File: config.mk
export PLATFORM = sky130hd
export DESIGN_NAME = hazard_ctrl_flat
export DESIGN_NICKNAME = d
export VERILOG_FILES = /design/src/rtl/hazard_ctrl_pkg.sv /design/src/rtl/hazard_ctrl_if.sv /design/src/rtl/hazard_ctrl_fwd_sel.sv /design/src/rtl/hazard_ctrl.sv /design/src/flat_wrapper.sv
export SDC_FILE = /design/constraint.sdc
export NUM_CORES = 1
export LEC_CHECK = 0
export BUFFER_PORTS_ARGS = -buffer_cell sky130_fd_sc_hd__buf_4
export CORE_MARGIN = 2
export CORE_UTILIZATION = 42
export CTS_CLUSTER_SIZE = 8
export DETAILED_ROUTE_END_ITERATION = 12
export GPL_TIMING_DRIVEN = 0
export PLACE_DENSITY = 0.72
export SKIP_LAST_GASP = 1
export SLEW_MARGIN = 0
export SYNTH_ARGS = -nofsm -noshare
export SYNTH_HDL_FRONTEND = slang
export SYNTH_SLANG_ARGS = --single-unit
File: constraint.sdc
create_clock -name i_clk -period 2.2 [get_ports i_clk]
set_input_delay 0.11 -clock i_clk [delete_from_list [all_inputs] [get_ports i_clk]]
set_output_delay 0.11 -clock i_clk [all_outputs]
set_load 0.05 [all_outputs]
File: src/rtl/hazard_ctrl_pkg.sv
// ----------------------------------------------------------------------------
// arm_hazard_pkg
// Shared types and constants for the 5-stage ARM core hazard controller.
//   fwd_sel_t  : E-stage operand source select (register file, W result, M result)
//   hz_state_t : scheduler states (normal run, frozen on memory wait, PC drain)
//   PC_REG     : architectural index of R15, which is never forwarded
//   regMatch   : true when a live write in a later stage targets a given source reg
// ----------------------------------------------------------------------------
package arm_hazard_pkg;

    typedef enum logic [1:0] {
        FWD_RF = 2'b00,
        FWD_W  = 2'b01,
        FWD_M  = 2'b10
    } fwd_sel_t;

    typedef enum logic [1:0] {
        HZ_RUN      = 2'd0,
        HZ_MEM_WAIT = 2'd1,
        HZ_PC_DRAIN = 2'd2
    } hz_state_t;

    localparam logic [3:0] PC_REG = 4'd15;

    // A later stage produces a value for 'ra' when it writes and its
    // destination register equals 'ra'.
    function automatic logic regMatch(input logic we,
                                      input logic [3:0] wa,
                                      input logic [3:0] ra);
        return we && (wa == ra);
    endfunction

endpackage

File: src/rtl/hazard_ctrl_if.sv
// ----------------------------------------------------------------------------
// hazard_ctrl_if
// Bundle between the pipeline datapath and the hazard controller.
//   Datapath -> controller : register addresses and write enables for D/E/M/W,
//                            load/branch/PC-write flags, memory request/ready
//   Controller -> datapath : forwarding selects and stall/flush pins
// Modports:
//   master : the pipeline datapath (drives addresses/flags, consumes controls)
//   slave  : the hazard controller
// ----------------------------------------------------------------------------
interface hazard_ctrl_if;

    logic [3:0] RA1D;
    logic [3:0] RA2D;
    logic [3:0] RA1E;
    logic [3:0] RA2E;
    logic [3:0] WA3E;
    logic [3:0] WA3M;
    logic [3:0] WA3W;
    logic       RegWriteE;
    logic       RegWriteM;
    logic       RegWriteW;
    logic       MemToRegE;
    logic       PCSrcD;
    logic       BranchTakenE;
    logic       MemReqM;
    logic       MemReadyM;

    logic [1:0] ForwardAE;
    logic [1:0] ForwardBE;
    logic       StallF;
    logic       StallD;
    logic       StallE;
    logic       StallM;
    logic       FlushD;
    logic       FlushE;

    modport master (
        output RA1D, RA2D, RA1E, RA2E, WA3E, WA3M, WA3W,
        output RegWriteE, RegWriteM, RegWriteW, MemToRegE,
        output PCSrcD, BranchTakenE, MemReqM, MemReadyM,
        input  ForwardAE, ForwardBE,
        input  StallF, StallD, StallE, StallM, FlushD, FlushE
    );

    modport slave (
        input  RA1D, RA2D, RA1E, RA2E, WA3E, WA3M, WA3W,
        input  RegWriteE, RegWriteM, RegWriteW, MemToRegE,
        input  PCSrcD, BranchTakenE, MemReqM, MemReadyM,
        output ForwardAE, ForwardBE,
        output StallF, StallD, StallE, StallM, FlushD, FlushE
    );

endinterface

File: src/rtl/hazard_ctrl_fwd_sel.sv
// ----------------------------------------------------------------------------
// fwd_sel
// Chooses where one E-stage source operand comes from.
//   i_RAE       : source register of the instruction in Execute
//   i_WA3M      : destination register in Memory,  i_RegWriteM its write enable
//   i_WA3W      : destination register in Writeback, i_RegWriteW its write enable
//   o_sel       : FWD_M if M produces it, else FWD_W if W does, else FWD_RF
// R15 is always read from the register file path, which carries PCPlus8.
// ----------------------------------------------------------------------------
module fwd_sel
    import arm_hazard_pkg::*;
(
    input  logic [3:0] i_RAE,
    input  logic [3:0] i_WA3M,
    input  logic       i_RegWriteM,
    input  logic [3:0] i_WA3W,
    input  logic       i_RegWriteW,
    output fwd_sel_t   o_sel
);

    // M is younger than W, so its result wins when both target the register.
    always_comb begin
        o_sel = FWD_RF;
        if (i_RAE == PC_REG) begin
            o_sel = FWD_RF;
        end else if (regMatch(i_RegWriteM, i_WA3M, i_RAE)) begin
            o_sel = FWD_M;
        end else if (regMatch(i_RegWriteW, i_WA3W, i_RAE)) begin
            o_sel = FWD_W;
        end
    end

endmodule

File: src/rtl/hazard_ctrl.sv
// ----------------------------------------------------------------------------
// hazard_ctrl
// Pipeline scheduler for the 5-stage ARM core (F/D/E/M/W): operand forwarding,
// load-use bubbles, taken-branch flushes, front-end drain behind PC writes and
// a full freeze while data memory / camera is not ready.
// Ports:
//   i_clk          : core clock, rising edge
//   i_rst          : synchronous active-high reset
//   hz (slave)     : pipeline addresses/flags in, forward selects and
//                    stall/flush pins out
//   o_MemTimeout   : sticky, memory wait lasted MEM_TIMEOUT cycles
//   o_StallCount   : saturating count of cycles with StallF high
//   o_FlushCount   : saturating count of cycles with FlushE high
// All control outputs are combinational from inputs and state.
// ----------------------------------------------------------------------------
module hazard_ctrl
    import arm_hazard_pkg::*;
#(
    parameter int CNT_W       = 16,
    parameter int MEM_TIMEOUT = 255,
    parameter int DRAIN_CYC   = 3
) (
    input  logic             i_clk,
    input  logic             i_rst,
    hazard_ctrl_if.slave     hz,
    output logic             o_MemTimeout,
    output logic [CNT_W-1:0] o_StallCount,
    output logic [CNT_W-1:0] o_FlushCount
);

    localparam logic [1:0] S_RUN      = HZ_RUN;
    localparam logic [1:0] S_MEM_WAIT = HZ_MEM_WAIT;
    localparam logic [1:0] S_PC_DRAIN = HZ_PC_DRAIN;

    localparam int WCNT_W = (MEM_TIMEOUT < 2) ? 1 : $clog2(MEM_TIMEOUT + 1);
    localparam int DCNT_W = (DRAIN_CYC < 3) ? 1 : $clog2(DRAIN_CYC);
    localparam logic [WCNT_W-1:0] WCNT_LIMIT = WCNT_W'(MEM_TIMEOUT);
    // The cycle that detects the PC write is itself the first hold cycle,
    // so the counter is loaded with the number of hold cycles still to come.
    localparam logic [DCNT_W-1:0] DRAIN_LOAD = (DRAIN_CYC > 1) ? DCNT_W'(DRAIN_CYC - 1) : '0;

    logic [1:0]        r_state;
    logic [WCNT_W-1:0] r_wcnt;
    logic [DCNT_W-1:0] r_dcnt;
    logic              r_memTimeout;
    logic [CNT_W-1:0]  r_stallCnt;
    logic [CNT_W-1:0]  r_flushCnt;

    logic [1:0]        w_stateNext;
    logic [WCNT_W-1:0] w_wcntNext;
    logic [DCNT_W-1:0] w_dcntNext;
    logic              w_ldUse;
    logic              w_frozen;
    logic              w_timeoutHit;
    logic              w_stallF;
    logic              w_stallD;
    logic              w_stallEM;
    logic              w_flushD;
    logic              w_flushE;
    fwd_sel_t          w_fwdA;
    fwd_sel_t          w_fwdB;

    fwd_sel u_fwdA (
        .i_RAE       (hz.RA1E),
        .i_WA3M      (hz.WA3M),
        .i_RegWriteM (hz.RegWriteM),
        .i_WA3W      (hz.WA3W),
        .i_RegWriteW (hz.RegWriteW),
        .o_sel       (w_fwdA)
    );

    fwd_sel u_fwdB (
        .i_RAE       (hz.RA2E),
        .i_WA3M      (hz.WA3M),
        .i_RegWriteM (hz.RegWriteM),
        .i_WA3W      (hz.WA3W),
        .i_RegWriteW (hz.RegWriteW),
        .o_sel       (w_fwdB)
    );

    // Hazard detection. Once frozen in MEM_WAIT only the ready line matters,
    // otherwise a new wait starts when M requests and memory is not ready.
    always_comb begin
        w_ldUse  = hz.MemToRegE && hz.RegWriteE && (hz.WA3E != PC_REG) &&
                   ((hz.WA3E == hz.RA1D) || (hz.WA3E == hz.RA2D));
        w_frozen = (r_state == S_MEM_WAIT) ? !hz.MemReadyM
                                           : (hz.MemReqM && !hz.MemReadyM);
    end

    // Scheduler: freeze beats everything; during a drain the front end is
    // held regardless of D; otherwise branch > load-use > PC write.
    // The cycle memory becomes ready is treated as a normal RUN cycle so a
    // branch or load-use sitting behind the freeze is still resolved.
    always_comb begin
        w_stateNext = r_state;
        w_wcntNext  = '0;
        w_dcntNext  = r_dcnt;
        w_stallF    = 1'b0;
        w_stallD    = 1'b0;
        w_stallEM   = 1'b0;
        w_flushD    = 1'b0;
        w_flushE    = 1'b0;
        if (w_frozen) begin
            w_stallF   = 1'b1;
            w_stallD   = 1'b1;
            w_stallEM  = 1'b1;
            w_wcntNext = (&r_wcnt) ? r_wcnt : r_wcnt + WCNT_W'(1);
            if (r_state != S_PC_DRAIN) begin
                w_stateNext = S_MEM_WAIT;
            end
        end else if (r_state == S_PC_DRAIN) begin
            w_stallF = 1'b1;
            w_flushD = 1'b1;
            w_flushE = hz.BranchTakenE;
            if (r_dcnt <= DCNT_W'(1)) begin
                w_stateNext = S_RUN;
                w_dcntNext  = '0;
            end else begin
                w_dcntNext = r_dcnt - DCNT_W'(1);
            end
        end else begin
            w_stateNext = S_RUN;
            if (hz.BranchTakenE) begin
                w_flushD = 1'b1;
                w_flushE = 1'b1;
            end else if (w_ldUse) begin
                w_stallF = 1'b1;
                w_stallD = 1'b1;
                w_flushE = 1'b1;
            end else if (hz.PCSrcD) begin
                w_stallF = 1'b1;
                w_flushD = 1'b1;
                if (DRAIN_CYC > 1) begin
                    w_stateNext = S_PC_DRAIN;
                    w_dcntNext  = DRAIN_LOAD;
                end
            end
        end
        w_timeoutHit = w_frozen && (w_wcntNext >= WCNT_LIMIT);
    end

    // Reset overrides the pins: nothing held, both bubble registers cleared.
    always_comb begin
        hz.ForwardAE = i_rst ? FWD_RF : w_fwdA;
        hz.ForwardBE = i_rst ? FWD_RF : w_fwdB;
        hz.StallF    = i_rst ? 1'b0 : w_stallF;
        hz.StallD    = i_rst ? 1'b0 : w_stallD;
        hz.StallE    = i_rst ? 1'b0 : w_stallEM;
        hz.StallM    = i_rst ? 1'b0 : w_stallEM;
        hz.FlushD    = i_rst ? 1'b1 : w_flushD;
        hz.FlushE    = i_rst ? 1'b1 : w_flushE;
    end

    // State, wait/drain counters, sticky timeout and saturating perf counters.
    always_ff @(posedge i_clk) begin
        if (i_rst) begin
            r_state      <= S_RUN;
            r_wcnt       <= '0;
            r_dcnt       <= '0;
            r_memTimeout <= 1'b0;
            r_stallCnt   <= '0;
            r_flushCnt   <= '0;
        end else begin
            r_state <= w_stateNext;
            r_wcnt  <= w_wcntNext;
            r_dcnt  <= w_dcntNext;
            if (w_timeoutHit) begin
                r_memTimeout <= 1'b1;
            end
            if (w_stallF && !(&r_stallCnt)) begin
                r_stallCnt <= r_stallCnt + CNT_W'(1);
            end
            if (w_flushE && !(&r_flushCnt)) begin
                r_flushCnt <= r_flushCnt + CNT_W'(1);
            end
        end
    end

    assign o_MemTimeout = r_memTimeout;
    assign o_StallCount = r_stallCnt;
    assign o_FlushCount = r_flushCnt;

endmodule
File: src/flat_wrapper.sv
// flat-port wrapper written by rule: the top's interface ports become plain ports
module hazard_ctrl_flat import arm_hazard_pkg::*;
#(
    parameter int CNT_W       = 16,
    parameter int MEM_TIMEOUT = 255,
    parameter int DRAIN_CYC   = 3
)
  (i_clk, i_rst, o_MemTimeout, o_StallCount, o_FlushCount, hz_RA1D, hz_RA2D, hz_RA1E, hz_RA2E, hz_WA3E, hz_WA3M, hz_WA3W, hz_RegWriteE, hz_RegWriteM, hz_RegWriteW, hz_MemToRegE, hz_PCSrcD, hz_BranchTakenE, hz_MemReqM, hz_MemReadyM, hz_ForwardAE, hz_ForwardBE, hz_StallF, hz_StallD, hz_StallE, hz_StallM, hz_FlushD, hz_FlushE);
  hazard_ctrl_if hz_i ();
  input  logic i_clk;
  input  logic i_rst;
  output logic o_MemTimeout;
  output logic [CNT_W-1:0] o_StallCount;
  output logic [CNT_W-1:0] o_FlushCount;
  input wire logic [$bits(hz_i.RA1D)-1:0] hz_RA1D;
  input wire logic [$bits(hz_i.RA2D)-1:0] hz_RA2D;
  input wire logic [$bits(hz_i.RA1E)-1:0] hz_RA1E;
  input wire logic [$bits(hz_i.RA2E)-1:0] hz_RA2E;
  input wire logic [$bits(hz_i.WA3E)-1:0] hz_WA3E;
  input wire logic [$bits(hz_i.WA3M)-1:0] hz_WA3M;
  input wire logic [$bits(hz_i.WA3W)-1:0] hz_WA3W;
  input wire logic [$bits(hz_i.RegWriteE)-1:0] hz_RegWriteE;
  input wire logic [$bits(hz_i.RegWriteM)-1:0] hz_RegWriteM;
  input wire logic [$bits(hz_i.RegWriteW)-1:0] hz_RegWriteW;
  input wire logic [$bits(hz_i.MemToRegE)-1:0] hz_MemToRegE;
  input wire logic [$bits(hz_i.PCSrcD)-1:0] hz_PCSrcD;
  input wire logic [$bits(hz_i.BranchTakenE)-1:0] hz_BranchTakenE;
  input wire logic [$bits(hz_i.MemReqM)-1:0] hz_MemReqM;
  input wire logic [$bits(hz_i.MemReadyM)-1:0] hz_MemReadyM;
  output wire logic [$bits(hz_i.ForwardAE)-1:0] hz_ForwardAE;
  output wire logic [$bits(hz_i.ForwardBE)-1:0] hz_ForwardBE;
  output wire logic [$bits(hz_i.StallF)-1:0] hz_StallF;
  output wire logic [$bits(hz_i.StallD)-1:0] hz_StallD;
  output wire logic [$bits(hz_i.StallE)-1:0] hz_StallE;
  output wire logic [$bits(hz_i.StallM)-1:0] hz_StallM;
  output wire logic [$bits(hz_i.FlushD)-1:0] hz_FlushD;
  output wire logic [$bits(hz_i.FlushE)-1:0] hz_FlushE;
  assign hz_i.RA1D = hz_RA1D;
  assign hz_i.RA2D = hz_RA2D;
  assign hz_i.RA1E = hz_RA1E;
  assign hz_i.RA2E = hz_RA2E;
  assign hz_i.WA3E = hz_WA3E;
  assign hz_i.WA3M = hz_WA3M;
  assign hz_i.WA3W = hz_WA3W;
  assign hz_i.RegWriteE = hz_RegWriteE;
  assign hz_i.RegWriteM = hz_RegWriteM;
  assign hz_i.RegWriteW = hz_RegWriteW;
  assign hz_i.MemToRegE = hz_MemToRegE;
  assign hz_i.PCSrcD = hz_PCSrcD;
  assign hz_i.BranchTakenE = hz_BranchTakenE;
  assign hz_i.MemReqM = hz_MemReqM;
  assign hz_i.MemReadyM = hz_MemReadyM;
  assign hz_ForwardAE = hz_i.ForwardAE;
  assign hz_ForwardBE = hz_i.ForwardBE;
  assign hz_StallF = hz_i.StallF;
  assign hz_StallD = hz_i.StallD;
  assign hz_StallE = hz_i.StallE;
  assign hz_StallM = hz_i.StallM;
  assign hz_FlushD = hz_i.FlushD;
  assign hz_FlushE = hz_i.FlushE;
  hazard_ctrl #(.CNT_W(CNT_W), .MEM_TIMEOUT(MEM_TIMEOUT), .DRAIN_CYC(DRAIN_CYC)) u_core (.i_clk(i_clk), .i_rst(i_rst), .hz(hz_i), .o_MemTimeout(o_MemTimeout), .o_StallCount(o_StallCount), .o_FlushCount(o_FlushCount));
endmodule
# Yosys cells after proc, flatten, opt, wreduce, memory -nomap -nowiden
# Index checks and enable logic that the tools add are counted.
word_totals:
  in_bits: 38
  register_bits: 45
  wordCells: 95
  output_inout_bits: 43
op_classes:
  n_lt_le_gt_ge: 2
  bitwise: 1
  add_sub_neg: 4
  reduce_logical: 21
  mux: 45
  eq_ne: 16
op_table:
  columns: ["cell", "count"]
  rows:
  - ["2-to-1 mux 2 bit", 18]
  - ["adder 16 x 1 -> 16 bit (second input constant)", 2]
  - ["AND reduction 16 bit", 2]
  - ["2-to-1 mux 1 bit", 25]
  - ["== test 4 bit", 6]
  - ["2-to-1 mux 8 bit", 2]
  - ["logical AND 1 bit", 11]
  - ["adder 8 x 1 -> 8 bit (second input constant)", 1]
  - ["== test 4 bit (second input constant)", 2]
  - [">= comparator 8 bit (second input constant)", 1]
  - ["AND reduction 8 bit", 1]
  - ["inequality test 2 bit (second input constant)", 3]
  - ["inequality test 4 bit (second input constant)", 1]
  - ["AND reduction 4 bit", 1]
  - ["zero test 1 bit", 3]
  - ["inequality test 3 x 2 -> 1 bit (second input constant)", 1]
  - ["== test 2 x 1 -> 1 bit (second input constant)", 1]
  - ["== test 2 bit (second input constant)", 1]
  - ["less-or-equal comparator 2 x 1 -> 1 bit (second input constant)", 1]
  - ["inequality test 2 x 1 -> 1 bit (second input constant)", 1]
  - ["AND reduction 2 bit", 1]
  - ["nonzero test 2 bit", 1]
  - ["subtractor 2 x 1 -> 2 bit (second input constant)", 1]
  - ["logical OR 1 bit", 1]
  - ["inverter 1 bit", 1]

# Longest topological paths before layout
# Gate-level depths: netlist of run 1.
logic_depth:
  ltp_word: 8
  mapped_depth: 9
  ltp_nobuf: 7

# Hierarchy
# Synthesis of run 1 repeated with hierarchy kept, for this count alone.
hier_totals:
  hier_cells: 341
  area_unflattened_um2: 2793.9
by_module_without_submodules:
  columns: ["mod", "seq_area_each_um2", "area_per_inst_um2", "cells_each", "instances"]
  rows:
  - ["hazard_ctrl", 900.9, 2531.2, 303, 1]
  - ["fwd_sel", 0.0, 131.4, 19, 2]

# Worst setup path after synthesis of run 1
# OpenSTA, ideal clock, no wires.
synth_timing:
  kind: "register -> register"
  startpoint: "register u_core.r_stallCnt[0], in the netlist u_core.o_StallCount[0]"
  endpoint: "register u_core.r_stallCnt[1], in the netlist u_core.o_StallCount[1]"
  t_arrival_ns: 2.124
  path_slack_ns: -0.052
  path_stages_with_launch: 10
  setup_time_ns: 0.128
  path_buffers: 2
  path_cell_list: "dfxtp_1 -> ha_1 -> nand4_1 -> nor4_1 -> a31oi_1 -> nor2_2 -> buf_4 -> buf_4 -> mux2i_1 -> nor2_1"
synth_via:
  elab_chain_cells: 3
  word_cells_on_any_way: 4
  cone_classes: "add/sub (1); reduce/logical (3)"
synth_lines:
  columns: ["item", "line_no", "text"]
  rows:
  - ["start: declaration", "hazard_ctrl.sv:46", "logic [CNT_W-1:0] r_stallCnt;"]
  - ["start signal: assignment", "hazard_ctrl.sv:171", "r_stallCnt <= r_stallCnt + CNT_W'(1);"]
  - ["parallel branches: the longest is 3 deep, another holds adder 16 x 1 -> 16 bit", null, null]
# Several ways; the timed one is not identified.
# A chain may end at the register's enable or synchronous reset.

# Final worst setup path of run 1
layout_timing:
  startpoint: "register u_core.r_state[1]"
  endpoint: "output port hz_FlushE"
layout_via:
  elab_chain_cells: 4
  word_cells_on_any_way: 6
  cone_classes: "eq/ne (2); mux (4)"
layout_lines:
  columns: ["item", "line_no", "text"]
  rows:
  - ["start: declaration", "hazard_ctrl.sv:42", "logic [1:0] r_state;"]
  - ["start signal: assignment", "hazard_ctrl.sv:164", "r_state <= w_stateNext;"]
  - ["== test 2 bit or == test 2 x 1 -> 1 bit (tied branches)", "hazard_ctrl.sv:111, hazard_ctrl.sv:86", null]
  - ["2-to-1 mux 1 bit, on equally long branches", "hazard_ctrl.sv:111, hazard_ctrl.sv:86", null]
  - ["2-to-1 mux 1 bit (*)", "hazard_ctrl.sv:103", "if (w_frozen) begin"]
  - ["2-to-1 mux 1 bit (*)", "hazard_ctrl.sv:151", "hz.FlushE = i_rst ? 1'b1 : w_flushE;"]
  - ["end: declaration", "flat_wrapper.sv:37", "output wire logic [$bits(hz_i.FlushE)-1:0] hz_FlushE;"]
# Every way passes the cells marked *; elsewhere a longest branch is shown, timed or not.

==> metrics, run 1 <==
die area=6964 um^2; ANT nets after route=0; Critical Path Source Type=flip-flop; die height=83.45 um; starting density of the core=44.00%; total core area=6026 um^2; initial antenna violation count=0; first-pass iteration count of the detailed router=4; Routed WL=6949 um; Final Max Slew Viols=0; Worst R2R Start=u_core.o_StallCount[0]; Top FF cell, synth=dfxtp_1; CP max stage delay=0.39 ns; htree depth=2; Synth Cell Area=2651 um^2; Synth Area per Inst=8.010 um^2; worst setup margin=0.1375 ns; Worst Max-Slew Pin Slew=0.5233 ns; gpl congestion=0.9245; IO Port Bufs=80; VDD IR max=0.3666 mV; Yosys top cell by area=dfxtp_1; Max Freq=0.4848 GHz; Arr. time, crit path=1.95 ns; post-synthesis sequential area ratio=33.98%; vias in the first global route=2588; number of remaining DRC errors=0; CP max FO=9; dpl ws=0.01826 ns; Via Count=2791; hold_sp=i_rst; setup bufs post-CTS=0; TritonCTS clock tree=built; Clock Sinks=45; Core Rows=28; status=completed; Post-Syn Nets=372; Fin. Hold Viols=0; initial DRC count=146; Hold Path Stages=3; Rel. slew slack=65.12%; Max stage delay cell, worst path=nor2b_1; total track usage=20.06%; Setup CP Type=reg -> out; ant diodes=0; DPL Wire Length=5218 um; asr flop ratio synth=0%; DR vias/cell=5.650; critical-path cell list=nor2b_1 > a211oi_2 > o21a_1 > buf_2 > or2_2 > buf_4; clock buffer depth=2; min-delay worst type=in -> reg; cell count of the worst reg-to-reg path=9; Synth area leaders=dfxtp_1 (34%), nand3_1 (5.5%), o21ai_0 (5.3%); Post-DP Area=3348 um^2; setup violators final=0; Max Clock Skew=0.007480 ns; Synth top area share=33.98%; leak pwr=1.404 nW; IO Pins=81; gr ovfl total=0; post-synthesis register bit count=45; clock latency at the later pin of the worst-skew pair=0.30 ns; Synth cell types=49; reg-to-reg endpoint=u_core.o_StallCount[1]; number of flops mapped to enable cells by yosys=0; wire per inst=14.07 um; die width=83.45 um; pwr/cell area=526.3 nW/um^2; Worst-path clk slew=0.08 ns; number of max-cap violations=0; Final #Nets=459; reg-to-reg slack, setup=0.15 ns; ratio of cells with drive above 1 in the final layout=27.92%; Inserted Clock Buffers=5; Hold Crit Endpoint=u_core.o_StallCount[11]; largest net degree at the start of global routing=16; post-layout min period=2.063 ns; final worst-path cycle share=93.75%; first-pass GRT wire length=11720 um; Root Buffer=clkbuf_8; cell count after synthesis=331; layout-stage area growth over the synthesis result=31.15%; post-route cell area=3477 um^2; CP Capture Type=primary output; Yosys warning count=0; WP data required=2.09 ns
[registers in the layout, summed over array words and instances (netlist names)]
name,count
u_core.r_wcnt,8
u_core.r_state,2
u_core.o_MemTimeout,1
u_core.r_dcnt,2
u_core.o_StallCount,16
u_core.o_FlushCount,16
[cells by family after synthesis]
| kind of cell | Yosys count | share of synthesized area (%) |
|---|---|---|
| and+or+nand+nor | 148 | 30.35 |
| buffers and inverters | 22 | 3.917 |
| muxes | 6 | 2.454 |
| DFF | 45 | 33.98 |
| adders and majority gates | 3 | 1.416 |
| AOI/OAI and AO/OA | 81 | 19.02 |
| xor gates and xnor gates | 26 | 8.872 |
[Yosys cell counts, types with 2 or more instances]
library cell / instances
a211oi_2: 2
nor3_1: 6
nand4_2: 2
ha_1: 3
or2_2: 5
xor2_1: 15
nand4_1: 13
o21ai_0: 28
nand3_1: 29
inv_1: 10
nor2_1: 26
nor2b_1: 6
mux2_2: 4
clkbuf_1: 6
o31ai_1: 5
mux2i_1: 2
xnor2_1: 10
buf_4: 3
nand2_1: 15
buf_2: 2
a31oi_1: 3
nand2b_1: 3
a41oi_1: 2
or4_1: 4
and3_1: 13
dfxtp_1: 45
a21oi_1: 27
or3_1: 16
nor4_1: 6
[layout by cell type (no fill, tap or decap), types with 3 or more instances in the layout]
cell	synthesis	layout
o21ai_0	28	28
nand3_1	29	29
nand4_1	13	13
or4_1	4	4
a31oi_1	3	3
xor2_1	15	15
xnor2_1	10	10
nor4_1	6	5
mux2_2	4	4
nor2_1	26	26
or3_1	16	16
dfxtp_2	0	3
clkbuf_8	0	5
nand2_1	15	15
inv_1	10	10
or2_2	5	5
o31ai_1	5	5
nand2b_1	3	3
ha_1	3	3
nor3_1	6	6
dfxtp_1	45	42
clkbuf_1	6	6
and3_1	13	13
buf_4	3	83
a21oi_1	27	27
nor2b_1	6	6
[power by group]
group / leakage (nW) / internal [W] / switching, W / total (W)
Sequential: 0.365 / 0.000830 / 0.0000176 / 0.000848
Combinational: 0.981 / 0.000137 / 0.000202 / 0.000339
Clock: 0.0585 / 0.000341 / 0.000302 / 0.000643
[area by class of cell]
cell class | count | area [um^2]
clock inverters | 3 | 43.79
repair buffers | 80 | 600.6
fillers | 570 | 2549
clock buffers | 5 | 68.82
well taps | 75 | 93.84
inverters | 10 | 37.54
flip-flops and latches | 45 | 904.6
multi-input cells | 264 | 1662
plain buffers | 12 | 66.31
[worst max-delay path by stage]
| stage | to | cells after the start | from |
|---|---|---|---|
| 3_3_place_gp | u_core.o_StallCount[1] | 9 | u_core.o_StallCount[0] |
| 6_report | hz_FlushE | 6 | u_core.r_state[1] |
| 2_1_floorplan | u_core.o_StallCount[1] | 8 | u_core.o_StallCount[6] |
| 3_5_place_dp | u_core.o_StallCount[1] | 9 | u_core.o_StallCount[0] |
| 5_1_grt | u_core.o_StallCount[1] | 8 | u_core.o_StallCount[6] |
| 4_1_cts | u_core.o_StallCount[1] | 9 | u_core.o_StallCount[0] |
[per-layer routing]
layer / share of wire [%] / global-route usage [%]
met4: 1.8 / 6.598
met5: 0 / 0
met2: 48 / 34.02
met1: 46 / 25.90
met3: 4.0 / 3.462
[worst max-delay path, delay by kind of cell (launching register included)]
family / cells / cell delay, ns
and+or+nand+nor: 2 / 0.67
buffers and inverters: 2 / 0.36
DFF: 1 / 0.35
AOI/OAI and AO/OA: 2 / 0.29
[repair_timing]
| action | 4_1_cts | 5_1_grt |
|---|---|---|
| endpoints found under the setup margin | 0 | 11 |
| resized for setup | 0 | 3 |
| hold buffers | 0 | 0 |
[per-stage QoR]
step	std cells	setup TNS [ns]	total power [W]	util [%]	hold WS, ns
finish	494	0	0.001830	57.70	0.1667
global route	494	-0.1139	0.001917	57.70	0.1721
CTS	494	0	0.001848	57.43	0.1590
detailed placement	486	0	0.001206	55.56	0.4641
global placement	486	0	0.001201	55.56	0.4615
floorplan	331	0	0.001069	-	0.2846
(Power assumes the default switching activity.)
==> inputs of run 2 (changes only) <==
--- a/config.mk
+++ b/config.mk
@@ -6,5 +6,5 @@
 export NUM_CORES = 1
 export LEC_CHECK = 0
-export BUFFER_PORTS_ARGS = -buffer_cell sky130_fd_sc_hd__buf_4
+export BUFFER_PORTS_ARGS = -buffer_cell sky130_fd_sc_hd__buf_2
 export CORE_MARGIN = 2
 export CORE_UTILIZATION = 42
==> constraint.sdc (replaced) <==
create_clock -name i_clk -period 2.1 [get_ports i_clk]
set_input_delay 0.105 -clock i_clk [delete_from_list [all_inputs] [get_ports i_clk]]
set_output_delay 0.105 -clock i_clk [all_outputs]
set_load 0.005 [all_outputs]
==> metrics, run 2 (synthesis results as in run 1) <==
status=completed (unchanged); placed cell count=486 (unchanged); Worst Max-Slew Pin Slew=0.5156 ns (was 0.5233 ns); vias in the first global route=2504 (was 2588); die height=83.45 um (unchanged); initial DRC count=75 (was 146); die width=83.45 um (unchanged); Arr. time, crit path=1.86 ns (was 1.95 ns); critical path depth=6 (unchanged); ant diodes=0 (unchanged); largest net degree at the start of global routing=14 (was 16); pwr/cell area=513.5 nW/um^2 (was 526.3 nW/um^2); initial antenna violation count=0 (unchanged); Rel. slew slack=65.63% (was 65.12%); clock latency at the later pin of the worst-skew pair=0.30 ns (about the same); total track usage=19.47% (was 20.06%); htree depth=2 (unchanged); min-delay worst type=in -> reg (unchanged); fillers=599 (was 570); Max stage delay cell, worst path=nor2b_1 (unchanged); CP Capture Type=primary output (unchanged); critical-path cell list=nor2b_1 > a211oi_2 > o21a_1 > buf_2 > or2_2 > buf_2 (was nor2b_1 > a211oi_2 > o21a_1 > buf_2 > or2_2 > buf_4); final worst-path cycle share=93.59%; Worst R2R Start=u_core.o_StallCount[7] (was u_core.o_StallCount[0]); Final #Nets=460 (was 459); Final Max Slew Viols=0 (unchanged); Critical Path Source Type=flip-flop (unchanged); Worst-path clk slew=0.08 ns (about the same); Max Freq=0.5088 GHz; gr ovfl total=0 (unchanged); hold_ws=0.2267 ns (was 0.1667 ns); CP max FO=9 (unchanged); most common cell after layout, fill and taps aside=buf_2 (was buf_4); Hold Path Stages=3 (unchanged); delay-heaviest family, CP=simple AND/OR/NAND/NOR gates (unchanged); CP max stage delay=0.37 ns (was 0.39 ns); Pint=0.001217 W (was 0.001308 W); most used cell, CP=buf_2; first-pass GRT wire length=11530 um (was 11720 um); starting density of the core=44.00% (unchanged); Clock Sinks=45 (unchanged); Via Count=2772 (was 2791); hold_buf cts=0 (unchanged); WP data required=2.00 ns (was 2.09 ns); setup violators final=0 (unchanged); Core Rows=28 (unchanged); DPL Wire Length=5114 um (was 5218 um); first-pass iteration count of the detailed router=5 (was 4); switching part of the total=27.66% (was 28.51%); DR vias/cell=5.611 (was 5.650); layout-stage area growth over the synthesis result=23.60% (was 31.15%); most frequent cells in the layout=buf_2 (82), dfxtp_1 (40), nand3_1 (29) (was buf_4 (83), dfxtp_1 (42), nand3_1 (29)); Setup CP Type=reg -> out (unchanged); number of remaining DRC errors=0 (unchanged); Clock Power Share=31.4% (was 35.1%); cell count of the worst reg-to-reg path=5 (was 9); Inserted Clock Buffers=5 (unchanged); TritonCTS clock tree=built (unchanged); Net Switching=0.0004654 W (was 0.0005218 W); VDD IR max=0.2402 mV (was 0.3666 mV); wire per inst=13.88 um (was 14.07 um); Flop pwr share=53.0% (was 46.3%); Fin. Hold Viols=0 (unchanged); hold_sp=i_rst (unchanged); number of max-cap violations=0 (unchanged); IO Pins=81 (unchanged); ratio of cells with drive above 1 in the final layout=28.64% (was 27.92%); clock buffer depth=2 (unchanged); Comb pwr share=15.6% (was 18.5%); Post-Layout Cell Count=494 (unchanged); gpl congestion=0.7864 (was 0.9245); Root Buffer=clkbuf_8 (unchanged); buffers and inverters on the worst path=2 (unchanged); post-layout min period=1.965 ns; total core area=6026 um^2 (unchanged); reg-to-reg endpoint=u_core.o_StallCount[15] (was u_core.o_StallCount[1]); Routed WL=6856 um (was 6949 um); ANT nets after route=0 (unchanged); leak pwr=1.358 nW (was 1.404 nW); die area=6964 um^2 (unchanged); Max Clock Skew=0.009788 ns (was 0.007480 ns); Hold Crit Endpoint=u_core.o_FlushCount[12] (was u_core.o_StallCount[11]); reg-to-reg slack, setup=0.17 ns (was 0.15 ns); IO Port Bufs=80 (unchanged)
[run 2: final cells by class]
cell class	count	area [um^2]	area share [%]
repair buffers	82	415.4	12.68
flip-flops and latches	45	909.6	27.76
inverters	10	37.54	1.145
well taps	75	93.84	2.864
clock inverters	1	8.758	0.2673
clock buffers	6	72.57	2.215
plain buffers	11	58.81	1.795
multi-input cells	264	1680	51.28
[run 2: how the worst max path moves through the flow]
| stage | start | end | slack [ns] |
|---|---|---|---|
| floorplan | u_core.o_StallCount[0] | u_core.o_StallCount[1] | 0.24 |
| global placement | u_core.o_StallCount[0] | u_core.o_StallCount[1] | -0.12 |
| detailed placement | u_core.o_StallCount[0] | u_core.o_StallCount[1] | -0.12 |
| CTS | u_core.o_StallCount[0] | u_core.o_StallCount[1] | 0.02 |
| global route | u_core.o_StallCount[1] | u_core.o_StallCount[1] | -0.0004 |
| finish | u_core.r_state[1] | hz_FlushE | 0.13 |
[run 2: worst register-to-register path: stages, from the launching register on]
cell and delay (ns):
dfxtp_1 0.42, nand4_1 0.24, or2_2 0.34, clkbuf_1 0.18, nor4_1 0.28, mux2_2 0.37
[run 2: metal layers]
layer	up-vias	global-route usage [%]	share of wire, %
met5	-	0	0
met4	0	5.279	1.0
met3	5	2.770	3.5
met2	58	33.21	48
met1	1306	25.81	48
li1	1403	-	-
[run 2: power groups by stage]
stage	combinational [W]	clock (W)	sequential (W)
2_1_floorplan	0.000149	0	0.000905
3_3_place_gp	0.000254	0	0.000906
3_5_place_dp	0.000259	0	0.000906
4_1_cts	0.000261	0.000547	0.000887
5_1_grt	0.000294	0.000580	0.000896
6_report	0.000262	0.000529	0.000891
[run 2: timing repair]
action                                  CTS  global route
endpoints found under the setup margin   10            15
pin swaps                                 0             5
resized for setup                         3             9
buffers inserted                          0             2
[run 2: metrics by stage]
stage / TNS (ns) / util [%] / worst slack [ns] / area (um^2) / total power, W
2_1_floorplan: 0 / - / 0.2353 / 2651 / 0.001053
3_3_place_gp: -0.4197 / 52.20 / -0.1223 / 3146 / 0.001160
3_5_place_dp: -0.5547 / 52.20 / -0.1193 / 3146 / 0.001165
4_1_cts: 0 / 53.84 / 0.02006 / 3244 / 0.001694
5_1_grt: -0.0004430 / 54.38 / -0.0004430 / 3277 / 0.001770
6_report: 0 / 54.38 / 0.1347 / 3277 / 0.001683
==> inputs of run 3 (changes only) <==
PLACE_DENSITY = 0.75   (was 0.72)
clock period = 1.8 ns   (was 2.1 ns; I/O delays follow)
==> metrics, run 3 (synthesis results as in run 1) <==
TritonCTS clock tree=built (unchanged); cell count of the worst reg-to-reg path=9 (was 5); VDD IR max=0.3466 mV (was 0.2402 mV); Hold Path Stages=3 (unchanged); most frequent cells in the layout=buf_2 (82), nand3_1 (28), dfxtp_1 (28) (was buf_2 (82), dfxtp_1 (40), nand3_1 (29)); initial antenna violation count=0 (unchanged); number of max-cap violations=0 (unchanged); gr ovfl total=0 (unchanged); total track usage=20.60% (was 19.47%); most used cell, CP=buf_6 (was buf_2); ANT nets after route=0 (unchanged); Worst-path clk slew=0.10 ns (was 0.08 ns); Critical Path Source Type=flip-flop (unchanged); Routed WL=7622 um (was 6856 um); number of remaining DRC errors=0 (unchanged); fillers=539 (was 599); DPL Wire Length=5236 um (was 5114 um); Final #Nets=474 (was 460); post-route cell area=3595 um^2 (was 3277 um^2); Inserted Clock Buffers=5 (unchanged); clock latency at the later pin of the worst-skew pair=0.31 ns (was 0.30 ns); Via Count=2949 (was 2772); starting density of the core=44.00% (unchanged); Hold Crit Endpoint=u_core.o_StallCount[11] (was u_core.o_FlushCount[12]); Net Switching=0.0006001 W (was 0.0004654 W); vias in the first global route=2639 (was 2504); hold_sp=i_rst (unchanged); Worst Max-Slew Pin Slew=0.5503 ns (was 0.5156 ns); final worst-path cycle share=104.5%; Final Max Slew Viols=0 (unchanged); gpl congestion=0.9217 (was 0.7864); reg-to-reg endpoint=u_core.o_StallCount[9] (was u_core.o_StallCount[15]); Setup CP Type=reg -> reg (was reg -> out); reg-to-reg slack, setup=-0.08 ns (was 0.17 ns); Post-DP Area=3152 um^2 (was 3146 um^2); IO Port Bufs=80 (unchanged); clock buffer depth=2 (unchanged); critical-path cell list=ha_4 > nand4_1 > nor4_4 > a211oi_2 > nor2_2 > buf_6 > buf_6 > or3_4 > a21oi_2 (was nor2b_1 > a211oi_2 > o21a_1 > buf_2 > or2_2 > buf_2); htree depth=2 (unchanged); WP data required=2.04 ns (was 2.00 ns); Clock Sinks=45 (unchanged); ratio of cells with drive above 1 in the final layout=39.63% (was 28.64%); hold_ws=0.2191 ns (was 0.2267 ns); DR vias/cell=5.794 (was 5.611); first-pass iteration count of the detailed router=5 (unchanged); Clock Power Share=31.7% (was 31.4%); largest net degree at the start of global routing=16 (was 14); Max Clock Skew=0.008173 ns (was 0.009788 ns); Fin Setup TNS=-0.5146 ns (was 0 ns); setup violators final=11 (was 0); RSZ-0062 raised after global routing=true; leak pwr=1.472 nW (was 1.358 nW); delay-heaviest family, CP=simple AND/OR/NAND/NOR gates (unchanged); min-delay worst type=in -> reg (unchanged); Pint=0.001463 W (was 0.001217 W); total core area=6026 um^2 (unchanged); Comb pwr share=18.1% (was 15.6%); IO Pins=81 (unchanged); Max Freq=0.5316 GHz; layout-stage area growth over the synthesis result=35.58% (was 23.60%); dpl ws=-0.3119 ns (was -0.1193 ns); post-layout min period=1.881 ns; status=finished, violations left (was completed); CP Capture Type=flip-flop (was primary output); Worst R2R Start=u_core.o_StallCount[0] (was u_core.o_StallCount[7]); Flop pwr share=50.2% (was 53.0%); Arr. time, crit path=2.12 ns (was 1.86 ns); die height=83.45 um (unchanged); Core Rows=28 (unchanged); ant diodes=0 (unchanged); switching part of the total=29.08% (was 27.66%); Root Buffer=clkbuf_8 (unchanged); die width=83.45 um (unchanged); Fin. Hold Viols=0 (unchanged); most common cell after layout, fill and taps aside=buf_2 (unchanged); buffers and inverters on the worst path=2 (unchanged); failing checks=negative setup slack; die area=6964 um^2 (unchanged); worst setup margin=-0.08129 ns (was 0.1347 ns); first-pass GRT wire length=12060 um (was 11530 um); CP max FO=9 (unchanged); wire per inst=14.97 um (was 13.88 um); Max stage delay cell, worst path=dfxtp_4 (was nor2b_1); Finished Core Util=59.66% (was 54.38%); CP max stage delay=0.37 ns (about the same); pwr/cell area=574.0 nW/um^2 (was 513.5 nW/um^2); initial DRC count=167 (was 75); Rel. slew slack=63.32% (was 65.63%)
## run 3: worst max-delay path by stage
stage,start,endpoint,slack (ns),cells past startpoint
floorplan,u_core.o_StallCount[0],u_core.o_StallCount[1],0.01,9
global placement,u_core.o_StallCount[0],u_core.o_StallCount[1],-0.28,9
detailed placement,u_core.o_StallCount[0],u_core.o_StallCount[1],-0.31,9
CTS,u_core.o_StallCount[1],u_core.o_StallCount[1],-0.05,9
global route,u_core.o_StallCount[7],u_core.o_StallCount[1],-0.16,9
finish,u_core.o_StallCount[0],u_core.o_StallCount[9],-0.08,9
## run 3: power groups by stage
stage | Sequential, W | Clock (W) | Combinational [W]
global route | 0.00104 | 0.000711 | 0.000410
CTS | 0.00104 | 0.000663 | 0.000350
global placement | 0.00106 | 0 | 0.000293
finish | 0.00104 | 0.000654 | 0.000374
detailed placement | 0.00106 | 0 | 0.000300
floorplan | 0.00106 | 0 | 0.000174
## run 3: routing by layer
| metal | global-route usage [%] | routed length [um] |
|---|---|---|
| met5 | 0 | 0 |
| met4 | 6.305 | 129 |
| met3 | 4.748 | 429 |
| met2 | 35.34 | 3793 |
| met1 | 25.73 | 3269 |
## run 3: final cells by class
cell class                 count  area, um^2  share of cell area, %
clock inverter                 3       21.27                 0.5917
buffer                        11       87.58                  2.436
inverter                      10       37.54                  1.044
tap                           75       93.84                  2.611
sequential                    45       942.2                  26.21
multi-input combinational    264        1822                  50.68
clock buffer                   5       68.82                  1.914
timing repair buffer          96       521.8                  14.51
## run 3: worst register-to-register path: stages, from the launching register on
cell	delay, ns
dfxtp_4	0.37
ha_4	0.16
nand4_1	0.16
nor4_4	0.08
a211oi_2	0.21
nor2_2	0.08
buf_6	0.13
buf_6	0.13
or3_4	0.36
a21oi_2	0.14
## run 3: stage by stage
stage          power [W]  cells
5_1_grt         0.002160    509
3_5_place_dp    0.001358    486
4_1_cts         0.002051    503
2_1_floorplan   0.001229    331
6_report        0.002063    509
3_3_place_gp    0.001350    486
## run 3: repair_timing
item	in CTS	in global routing
hold buffers	0	0
setup buffers	8	6
endpoints found under the hold margin	0	0
endpoints found under the setup margin	30	33
resized for setup	30	46
pin swaps	12	15
gates cloned	1	1
